### src/rtl/pwm_capture.sv
// Measures period and high time of an asynchronous pulse train in clk cycles.
// One result per input period; a sticky flag reports inputs that stop or are too slow.
module pwm_capture #(
    parameter int CNT_W = 16
) (
    input  logic             clk,
    input  logic             rst,
    input  logic             pwm_in,
    output logic             level,
    output logic [CNT_W-1:0] period,
    output logic [CNT_W-1:0] high_time,
    output logic             valid,
    output logic             stuck
);

    typedef enum logic [1:0] {
        IDLE = 2'd0,
        HIGH = 2'd1,
        LOW  = 2'd2
    } state_t;

    localparam logic [CNT_W-1:0] MAX = '1;
    localparam logic [CNT_W-1:0] ONE = CNT_W'(1);

    state_t           state, state_nxt;
    logic             s1, s2, s3;
    logic             rise, fall;
    logic [CNT_W-1:0] cnt, cnt_nxt;
    logic [CNT_W-1:0] shadow, shadow_nxt;
    logic [CNT_W-1:0] period_nxt, high_nxt;
    logic             valid_nxt, stuck_nxt;

    function automatic logic [CNT_W-1:0] sat_inc(input logic [CNT_W-1:0] v);
        return (v == MAX) ? v : v + ONE;
    endfunction

    // Synchroniser stage: s1/s2 resolve metastability, s3 is the previous level
    always_ff @(posedge clk or negedge rst) begin
        if (!rst) begin
            s1 <= 1'b0;
            s2 <= 1'b0;
            s3 <= 1'b0;
        end else begin
            s1 <= pwm_in;
            s2 <= s1;
            s3 <= s2;
        end
    end

    assign level = s2;
    assign rise  = s2 & ~s3;
    assign fall  = ~s2 & s3;

    // Measurement stage: counter runs relative to the last accepted rise
    always_comb begin
        state_nxt  = state;
        cnt_nxt    = cnt;
        shadow_nxt = shadow;
        period_nxt = period;
        high_nxt   = high_time;
        valid_nxt  = 1'b0;
        stuck_nxt  = stuck;
        case (state)
            IDLE: begin
                cnt_nxt = '0;
                if (rise) begin
                    cnt_nxt   = ONE;
                    state_nxt = HIGH;
                end
            end
            HIGH: begin
                cnt_nxt = sat_inc(cnt);
                if (fall) begin
                    shadow_nxt = cnt;
                    state_nxt  = LOW;
                end else if (cnt == MAX) begin
                    stuck_nxt = 1'b1;
                    cnt_nxt   = '0;
                    state_nxt = IDLE;
                end
            end
            LOW: begin
                if (rise) begin
                    period_nxt = cnt;
                    high_nxt   = shadow;
                    valid_nxt  = 1'b1;
                    stuck_nxt  = 1'b0;
                    cnt_nxt    = ONE;
                    state_nxt  = HIGH;
                end else if (cnt == MAX) begin
                    stuck_nxt = 1'b1;
                    cnt_nxt   = '0;
                    state_nxt = IDLE;
                end else begin
                    cnt_nxt = sat_inc(cnt);
                end
            end
            default: begin
                cnt_nxt   = '0;
                state_nxt = IDLE;
            end
        endcase
    end

    // Result stage: period/high_time publish together with the valid pulse
    always_ff @(posedge clk or negedge rst) begin
        if (!rst) begin
            state     <= IDLE;
            cnt       <= '0;
            shadow    <= '0;
            period    <= '0;
            high_time <= '0;
            valid     <= 1'b0;
            stuck     <= 1'b0;
        end else begin
            state     <= state_nxt;
            cnt       <= cnt_nxt;
            shadow    <= shadow_nxt;
            period    <= period_nxt;
            high_time <= high_nxt;
            valid     <= valid_nxt;
            stuck     <= stuck_nxt;
        end
    end

endmodule

### config.mk
export PLATFORM = sky130hd
export DESIGN_NAME = pwm_capture
export DESIGN_NICKNAME = d
export VERILOG_FILES = /design/src/rtl/pwm_capture.sv
export SDC_FILE = /design/constraint.sdc
export NUM_CORES = 1
export LEC_CHECK = 0
export BUFFER_PORTS_ARGS = -buffer_cell sky130_fd_sc_hd__buf_2
export CAP_MARGIN = 20
export CORE_MARGIN = 1
export CORE_UTILIZATION = 47
export CTS_BUF_LIST = sky130_fd_sc_hd__clkbuf_8 sky130_fd_sc_hd__clkbuf_16
export DETAILED_ROUTE_END_ITERATION = 16
export PLACE_DENSITY = 0.74
export SETUP_SLACK_MARGIN = 0.5
export SLEW_MARGIN = 20
export SYNTH_ARGS = -nofsm -noshare
export SYNTH_HDL_FRONTEND = slang
export SYNTH_SLANG_ARGS = --single-unit
### constraint.sdc
create_clock -name clk -period 2.2 [get_ports clk]
set_clock_uncertainty 0.2 [all_clocks]
set_input_delay 0.44 -clock clk [delete_from_list [all_inputs] [get_ports clk]]
set_output_delay 0.44 -clock clk [all_outputs]
set_load 0.01 [all_outputs]
Yosys cells after proc, flatten, opt, wreduce, memory -nomap -nowiden
Index checks and enable logic that the tools add are counted.
{ "totals": {"ff_bits": 71, "output_inout_bits": 35, "word_cells": 43} }
{ "op_classes": {"n_addsub": 1, "eq_ne": 5, "muxes": 18, "bitwise": 4, "n_reduce_logical": 5} }
{ "ops": {"columns": ["operator", "count"], "rows": [
  ["$mux W16", 5],
  ["$pmux W16 S3", 1],
  ["$add A16 B1 Y16 const B", 1],
  ["$eq A16 B16 Y1 const B", 1],
  ["$mux W2", 4],
  ["$mux W1", 6],
  ["$pmux W2 S3", 1],
  ["$reduce_and A2 Y1", 3],
  ["$ne A2 B2 Y1 const B", 2],
  ["$and A1 B1 Y1", 2],
  ["$eq A2 B1 Y1 const B", 1],
  ["$eq A2 B2 Y1 const B", 1],
  ["$logic_not A2 Y1", 1],
  ["$not A1 Y1", 2],
  ["$pmux W1 S2", 1],
  ["$reduce_bool A2 Y1", 1]
]} }

Depth between registers and ports, before layout
Gate-level depths: netlist of run 1.
{ "depth": {"depth_word": 5, "depth_mapped": 8, "mapped_depth_nobuf": 8} }

Worst setup path before layout of run 1
Ideal clock, no wire load.
{ "synth_path": {"path_type": "register -> register", "from": "reg cnt[0]", "to": "reg cnt[0]", "setup_ns": 0.128, "t_arrival_ns": 1.544, "required_time_ns": 1.872, "path_slack_ns": 0.328, "stages_incl_launch_ff": 9, "n_path_buf": 0, "path_cell_list": "dfrtp_1 -> ha_1 -> nand3_2 -> nor2_2 -> nand2_1 -> ha_1 -> nor2_1 -> a21oi_1 -> o22ai_1"} }
{ "synth_via": {"elab_chain_len": 5, "word_cells_on_any_way": 8, "classes_between": "1 x add/sub; 1 x eq/ne; 6 x mux"} }
{ "synth_rtl": {"columns": ["element", "line", "source"], "rows": [
  ["start, declared", "28", "logic [CNT_W-1:0] cnt, cnt_nxt;"],
  ["start signal, assigned", "117", "cnt <= cnt_nxt;"],
  ["$add A16 B1 Y16 / $eq A16 B16 Y1 (equally long branches)", "34, 76, 90", null],
  ["$mux W16", "34", "return (v == MAX) ? v : v + ONE;"],
  ["$mux W16", "76", "end else if (cnt == MAX) begin"],
  ["$mux W16", "73", "if (fall) begin"],
  ["$pmux W16 S3 *", "63", "case (state)"],
  ["net cnt_nxt[0]", "28", null]
]} }
Mark *: on every way through the listed nets, which the timed path passes. The rest lies on a longest branch.
A chain may end at the register's enable or synchronous reset.

Worst setup path after layout of run 1
{ "layout_path": {"from": "reg s3", "to": "reg high_time[10]"} }
{ "layout_via": {"elab_chain_len": 3} }
{ "layout_rtl": {"columns": ["element", "line", "source"], "rows": [
  ["start, declared", "26", "logic s1, s2, s3;"],
  ["start signal, assigned", "42", "s3 <= 1'b0;"],
  ["start signal, assigned", "46", "s3 <= s2;"],
  ["$not A1 Y1", "51", "assign rise = s2 & ~s3;"],
  ["$and A1 B1 Y1", "51", null],
  ["$reduce_and A2 Y1 (no source line)", null, null],
  ["end signal, assigned", "120", "high_time <= high_nxt;"],
  ["end, declared", "11", "output logic [CNT_W-1:0] high_time,"]
]} }
No other way between the ends.

==> flow_summary.json, run 1 <==
{
  "place_ws_ns": 0.203,
  "grt-ovfl-total": 0,
  "cts_buffers": 9,
  "end_kind": "register",
  "final_common_cell": "dfrtp_1",
  "yosysTopAreaCell": "dfrtp_1",
  "grt_pass1_wl_um": 10300,
  "path_cells": "nor2b_4 > and3_4 > clkbuf_16 > mux2_4",
  "ioPinCount": 38,
  "min_period_ns": 1.74,
  "worst_pin_slew_ns": 0.376,
  "crit_path_top_delay_cell": "dfrtp_1",
  "clk_pin_slew_ns": 0.08,
  "leakagePower_uw": 0.00203,
  "syn_nets": 236,
  "vias": 2240,
  "setup_viol": 0,
  "die-area_um2": 6820,
  "hold_class": "register to register",
  "hold_viol_final": 0,
  "dp_hpwl_um": 3770,
  "ir_drop_mv": 0.492,
  "drtPass1Iterations": 4,
  "rows": 29,
  "cts_sinks": 71,
  "post-route-period-util": 0.792,
  "grt_pass1_vias": 2073,
  "yosysUniqueCellTypes": 40,
  "ant_nets": 0,
  "netlist_area_um2": 3050,
  "rsz0062_at_grt": "true",
  "synth_cells": 230,
  "cts_root_buffer": "clkbuf_8",
  "gp_congestion": 0.891,
  "routed_wl_um": 7400,
  "antenna_found_initial": 0,
  "viasPerCell": 5.53,
  "drc": 0,
  "drt_iter0_drc": 165,
  "worst_slack_ns": 0.459,
  "worstPathRequired_ns": 2.24,
  "floorplan.initialDensity": 0.484,
  "yosysTopAreaCellShare": 0.582,
  "synthTopCellsByArea": "dfrtp_1 (58%), mux2_1 (11%), mux2_2 (6.6%)",
  "fin_tns_setup_ns": 0,
  "syn2layout_area_growth_pct": 38.9,
  "yosys_warnings": 0,
  "hold_slack_ns": 0.156,
  "die_w_um": 82.6,
  "cp_top_family": "simple AND/OR/NAND/NOR gates",
  "power_density_nw_per_um2": 722,
  "slew_violations": 0,
  "nNetsFinal": 329,
  "drive_gt1_frac": 0.576,
  "ys_seq_elements": 71,
  "dieHeight_um": 82.6,
  "most-common-layout-cells": "dfrtp_1 (54), buf_4 (41), buf_2 (37)",
  "slowest_delay_ns": 0.43,
  "path_buf_inv": 1,
  "wire_per_inst_um": 18.3,
  "cts_tree": "built",
  "worstSkewPairLatency_ns": 0.35,
  "outcome": "completed",
  "htree_levels": 3,
  "arrival_ns": 1.78,
  "fmax_mhz": 574,
  "crit_fanout": 6,
  "syn_area_per_cell_um2": 13.3,
  "core_area_um2": 6310,
  "criticalPathCategory": "register to register",
  "grt_max_degree": 72,
  "diodes": 0,
  "io_buffer_count": 37,
  "ys_seq_area_frac": 0.582,
  "startpoint_type": "register",
  "cts_buffer_depth": 2,
  "relSlewSlack": 0.749,
  "drv_cap": 0,
  "grt_usage": 0.210
}
## worst reg2reg max path, delay by kind of cell, from the launching register on
kind / cells / cell delay, ns
buffers and inverters: 1 / 0.20
DFF: 1 / 0.43
muxes: 1 / 0.30
and+or+nand+nor: 2 / 0.49
## per-layer routing
metal	global-route usage	wire (µm)	vias to the layer above
met5	0	0	-
met4	0.107	119	0
met3	0.0495	374	16
met2	0.325	3710	83
met1	0.276	3190	1128
li1	-	-	1013
## cell type report
type,count,area [µm²]
Clock buffer,9,124
Clock inverter,7,50.0
Fill cell,471,2070
Inverter,6,22.5
Multi-Input combinational cell,144,1430
Sequential cell,71,1800
Tap cell,77,96.3
Timing Repair Buffer,91,722
## report_power, final
part           total, µW  internal [µW]  switching (µW)
clock                919            407             511
sequential          1470           1390            80.1
combinational        670            348             322
## logic make-up after synthesis
kind of cell    share of synthesized area
flops                               0.582
buf+inv                            0.0291
simple gates                        0.113
xor+xnor                           0.0287
fa+ha+maj                          0.0123
mux                                 0.177
compound gates                     0.0586
## sequential cells by signal (all words and copies together), names as in the netlist, 2 cells and up
register,cells
high_time,16
state,2
shadow,16
cnt,16
period,16
## cell usage after synthesis (all sizes together)
cell,n
o31ai,2
nand3,10
o21ai,12
a31oi,1
a2bb2oi,1
mux2i,1
o22ai,1
or2,1
and2,1
buf,9
inv,6
nor2,11
mux2,47
nor4,4
dfrtp,71
xnor2,7
a221oi,1
nor3,4
o211ai,1
and4,4
nor2b,1
nand2b,3
and3,3
a21oi,5
xor2,3
nand4,6
nand2,7
ha,3
a211oi,3
a22o,1
## worst paths after layout
kind                            slack [ns]  from  cells past startpoint             to
max in group asynchronous             1.04   rst                      3         cnt[1]
min in group asynchronous             0.44   rst                      3      period[9]
worst max register to register        0.46    s3                      4  high_time[10]
worst min-delay path                  0.16    s1                      0          level
worst min register to register        0.16    s1                      0          level
worst max-delay path                  0.46    s3                      4  high_time[10]
## metrics by stage
step                      std cells  area (µm²)  power [µW]   util
after global placement          342        3370        1860  0.533
after floorplan                 230        3090        1740      -
after detailed placement        342        3370        1880  0.533
after CTS                       383        3820        2940  0.606
final                           405        4240        3060  0.672
after global routing            405        4240        3210  0.672
## repair_timing
| item | in CTS | in global routing |
|---|---|---|
| resized for setup | 33 | 48 |
| buffers inserted | 23 | 17 |
| setup endpoints to repair | 64 | 63 |
| pin swaps | 6 | 9 |
| hold endpoints to repair | 72 | 0 |
| gates cloned | 0 | 5 |
| hold buffers | 2 | 0 |
Note: power is estimated with default switching activity, not from simulation.
==> run 2, diff against run 1 <==
==> constraint.sdc (replaced) <==
create_clock -name clk -period 1.76 [get_ports clk]
set_clock_uncertainty 0.2 [all_clocks]
set_input_delay 0.352 -clock clk [delete_from_list [all_inputs] [get_ports clk]]
set_output_delay 0.352 -clock clk [all_outputs]
set_load 0.01 [all_outputs]
==> flow_summary.json, run 2 (synthesis gave the netlist of run 1 again) <==
{
  "r2r_cells": 5,
  "p_sw_frac": 0.267,
  "cts_root_buffer": "clkbuf_8",
  "multi_input_area_um2": 1620,
  "grt_pass1_vias": 2344,
  "worstSkewPairLatency_ns": 0.35,
  "htree_levels": 3,
  "reg2reg_from": "cnt[1]",
  "rsz0062_at_grt": "true",
  "pwr-share-clk": 0.357,
  "worst_slack_ns": 0.0298,
  "final_common_cell": "buf_4",
  "r2r_end": "cnt[4]",
  "floorplan.initialDensity": 0.484,
  "grt_usage": 0.235,
  "rows": 29,
  "setup_viol": 0,
  "clk_pin_slew_ns": 0.07,
  "fin_cells": 445,
  "slew_violations": 0,
  "p_seq_frac": 0.402,
  "drv_cap": 0,
  "n_fill_cell": 376,
  "routed_wl_um": 8320,
  "startpoint_type": "register",
  "criticalPathCategory": "register to register",
  "drtPass1Iterations": 4,
  "worstPathRequired_ns": 1.81,
  "ir_drop_mv": 1.27,
  "drive_gt1_frac": 0.652,
  "end_kind": "register",
  "pwr-share-comb": 0.241,
  "gp_congestion": 0.847,
  "grt-ovfl-total": 0,
  "ioPinCount": 38,
  "wire_per_inst_um": 18.7,
  "most-common-layout-cells": "buf_4 (72), dfrtp_1 (66), mux2_4 (47)",
  "placed_cells": 369,
  "antenna_found_initial": 0,
  "dieHeight_um": 82.6,
  "cts_buffer_depth": 2,
  "diodes": 0,
  "final_core_util": 0.781,
  "hold_class": "register to register",
  "drc": 0,
  "ff_latch_area_um2": 1780,
  "die_w_um": 82.6,
  "cts_sinks": 71,
  "startpoint": "cnt[1]",
  "min_period_ns": 1.73,
  "drt_iter0_drc": 114,
  "nNetsFinal": 369,
  "crit_end": "cnt[4]",
  "hold_viol_final": 0,
  "crit_fanout": 4,
  "io_buffer_count": 37,
  "post-route-period-util": 0.983,
  "cts_buffers": 9,
  "core_area_um2": 6310,
  "die-area_um2": 6820,
  "p_switching_uw": 1220,
  "place_ws_ns": 0.00744,
  "outcome": "completed",
  "power_density_nw_per_um2": 923,
  "vias": 2405,
  "fmax_mhz": 578,
  "viasPerCell": 5.40,
  "cts_tree": "built",
  "intPower_uw": 3330,
  "reg2reg_slack_ns": 0.03,
  "leakagePower_uw": 0.00245,
  "grt_pass1_wl_um": 11600,
  "worst_pin_slew_ns": 0.333,
  "ant_nets": 0,
  "relSlewSlack": 0.777,
  "syn2layout_area_growth_pct": 61.4,
  "grt_max_degree": 30,
  "arrival_ns": 1.78,
  "dp_hpwl_um": 4440
}
run 2: cell count changes in the layout (fill, tap and decap cells not counted), moves of 4 or more:
cell | before | now
buf_4 | 41 | 72
nor2_1 | 9 | 5
buf_2 | 37 | 24
buf_6 | 3 | 22
o21ai_0 | 7 | 2
dfrtp_1 | 54 | 66
o21ai_2 | 0 | 4
mux2_2 | 8 | 0
dfrtp_2 | 17 | 5
mux2_4 | 36 | 47
run 2: critical path: stages, from the launching register on:
cell	delay, ns
dfrtp_1	0.40
ha_4	0.18
and3_4	0.19
and4_4	0.27
nand4_1	0.13
a221oi_2	0.26
run 2: final cells by class:
cell class / count / share of cell area
timing repair buffer: 131 / 0.234
inverter: 6 / 0.00457
tap: 77 / 0.0195
clock inverter: 5 / 0.0211
sequential: 71 / 0.362
clock buffer: 11 / 0.0307
multi-input combinational: 144 / 0.328
run 2: metrics by stage:
step	total power, µW	area [µm²]	hold WS, ns	TNS (ns)
after global routing	4730	4930	0.151	-0.167
final	4550	4930	0.146	0
after floorplan	2230	3230	-0.144	0
after CTS	4370	4460	0.149	0
after global placement	2460	3730	0.101	0
after detailed placement	2480	3730	0.0989	0
run 2: layer usage:
metal / wire length [µm] / vias up / global-route usage
met5: 0 / - / 0
li1: - / 1093 / -
met4: 156 / 0 / 0.0724
met2: 4290 / 66 / 0.395
met1: 3510 / 1230 / 0.293
met3: 361 / 16 / 0.0670
run 2: power by group through the flow:
stage / Sequential [µW] / Combinational, µW / Clock, µW
global placement: 1850 / 618 / 0
global route: 1840 / 1170 / 1720
CTS: 1820 / 899 / 1660
floorplan: 1870 / 356 / 0
finish: 1830 / 1100 / 1630
detailed placement: 1850 / 629 / 0
run 2: worst min-delay path by stage:
| stage | from | end | slack, ns | cells after the start |
|---|---|---|---|---|
| 2_1_floorplan | rst | cnt[0] | -0.14 | 0 |
| 3_3_place_gp | rst | high_time[6] | 0.10 | 1 |
| 3_5_place_dp | rst | high_time[6] | 0.1 | 1 |
| 4_1_cts | s1 | level | 0.15 | 0 |
| 5_1_grt | s1 | level | 0.15 | 0 |
| 6_report | s1 | level | 0.15 | 0 |
run 2: timing repair:
item / CTS / global route
hold buffers: 2 / 0
gates resized for setup: 48 / 46
hold endpoints to repair: 15 / 0
buffers inserted: 31 / 22
cloned: 2 / 3
pin swaps: 17 / 19
setup endpoints to repair: 103 / 131
==> run 3, diff against run 2 <==
--- a/config.mk
+++ b/config.mk
@@ -11,7 +11,7 @@
 export CORE_UTILIZATION = 47
 export CTS_BUF_LIST = sky130_fd_sc_hd__clkbuf_8 sky130_fd_sc_hd__clkbuf_16
 export DETAILED_ROUTE_END_ITERATION = 16
-export PLACE_DENSITY = 0.74
+export PLACE_DENSITY = 0.76
 export SETUP_SLACK_MARGIN = 0.5
 export SLEW_MARGIN = 20
 export SYNTH_ARGS = -nofsm -noshare
==> constraint.sdc (replaced) <==
create_clock -name clk -period 1.5 [get_ports clk]
set_clock_uncertainty 0.2 [all_clocks]
set_input_delay 0.3 -clock clk [delete_from_list [all_inputs] [get_ports clk]]
set_output_delay 0.3 -clock clk [all_outputs]
set_load 0.01 [all_outputs]
==> flow_summary.json, run 3 (synthesis gave the netlist of run 1 again) <==
{
  "crit_end": "cnt[0]",
  "dpl_cell_area_um2": 3880,
  "nNetsFinal": 399,
  "grt_pass1_wl_um": 12700,
  "leakagePower_uw": 0.00262,
  "busiest_layer": "met2",
  "fmax_mhz": 544,
  "rows": 29,
  "drc": 0,
  "grt_max_degree": 37,
  "cts_buffers": 9,
  "viasPerCell": 5.46,
  "syn2layout_area_growth_pct": 69.9,
  "dp_hpwl_um": 4600,
  "crit_fanout": 6,
  "use_met3": 0.0769,
  "hold_class": "primary input to async pin",
  "ir_drop_mv": 0.943,
  "cts_root_buffer": "clkbuf_8",
  "reg2reg_from": "cnt[15]",
  "r2r_cells": 7,
  "cts_sinks": 71,
  "stdcell_area_um2": 5190,
  "grt-ovfl-total": 0,
  "met2_usage": 0.456,
  "placed_cells": 391,
  "end_kind": "register",
  "hold_viol_final": 71,
  "core_area_um2": 6310,
  "drive_gt1_frac": 0.690,
  "cts_tree": "built",
  "drt_iter0_drc": 118,
  "floorplan.initialDensity": 0.484,
  "worst_slack_ns": -0.337,
  "criticalPathCategory": "register to register",
  "routed_wl_um": 9590,
  "htree_levels": 3,
  "ioPinCount": 38,
  "setup_viol": 68,
  "cts.hold.buffers_added": 1,
  "worstPathRequired_ns": 1.58,
  "hold_slack_ns": -0.386,
  "gp_congestion": 0.864,
  "outcome": "finished, violations left",
  "wire_per_inst_um": 20.2,
  "n_fill_cell": 319,
  "r2r_end": "cnt[0]",
  "dieHeight_um": 82.6,
  "grt_usage": 0.264,
  "power_density_nw_per_um2": 995,
  "drv_cap": 0,
  "relSlewSlack": 0.792,
  "final_common_cell": "buf_4",
  "clk_pin_slew_ns": 0.08,
  "diodes": 0,
  "worstSkewPairLatency_ns": 0.36,
  "startpoint_type": "register",
  "post-route-period-util": 1.22,
  "grt_pass1_vias": 2571,
  "ff_latch_area_um2": 1780,
  "arrival_ns": 1.92,
  "most-common-layout-cells": "buf_4 (91), dfrtp_1 (68), mux2_4 (47)",
  "min_period_ns": 1.84,
  "vias": 2588,
  "worst_pin_slew_ns": 0.312,
  "rsz0062_at_grt": "true",
  "grtUsageMet1": 0.300,
  "violations": "negative hold slack, negative setup slack",
  "antenna_found_initial": 0,
  "startpoint": "cnt[15]",
  "reg2reg_slack_ns": -0.34,
  "die_w_um": 82.6,
  "slew_violations": 0,
  "multi_input_area_um2": 1670,
  "die-area_um2": 6820,
  "cts_buffer_depth": 2,
  "fin_cells": 474,
  "io_buffer_count": 37,
  "drtPass1Iterations": 4,
  "ant_nets": 0
}
## run 3: layout make-up
cell class                      instances  area share
Timing Repair Buffer                  161       0.277
Tap cell                               77      0.0186
Clock inverter                          6      0.0118
Sequential cell                        71       0.343
Inverter                                6     0.00434
Multi-Input combinational cell        144       0.321
Clock buffer                            9      0.0239
## run 3: power by group
part / switching, µW / internal (µW)
Sequential: 108 / 2040
Clock: 746 / 755
Combinational: 688 / 831
## run 3: worst min path at each step
stage	from	to	slack, ns
2_1_floorplan	rst	cnt[0]	-0.20
3_3_place_gp	rst	high_time[7]	0.003
3_5_place_dp	rst	high_time[7]	0.005
4_1_cts	rst	shadow[6]	-0.39
5_1_grt	rst	high_time[7]	-0.38
6_report	rst	high_time[6]	-0.39
## run 3: critical path, cell delays in order (launching register included)
cell and delay (ns):
dfrtp_1 0.44, nand4_1 0.18, nor3_2 0.26, nand2_2 0.12
ha_4 0.26, nor2_4 0.08, a21oi_2 0.04, o22ai_1 0.17
## run 3: layer usage
metal	up-vias	part of all wire
met5	-	0
met4	0	0.038
met3	33	0.044
met2	89	0.53
met1	1307	0.39
li1	1159	-
## run 3: what timing repair did
item | 4_1_cts | 5_1_grt
pin swaps | 21 | 24
endpoints found under the hold margin | 72 | 58
resized for setup | 52 | 56
buffers inserted | 43 | 19
setup endpoints to repair | 103 | 103
gates cloned | 4 | 1
## run 3: per-stage QoR
stage | total power, µW | util | TNS, ns | worst slack, ns
after global placement | 2980 | 0.615 | -7.88 | -0.194
final | 5170 | 0.822 | -10.87 | -0.337
after floorplan | 2620 | - | -7.55 | -0.237
after detailed placement | 2990 | 0.615 | -9.30 | -0.239
after global routing | 5410 | 0.822 | -13.87 | -0.429
after CTS | 4770 | 0.753 | -7.98 | -0.186
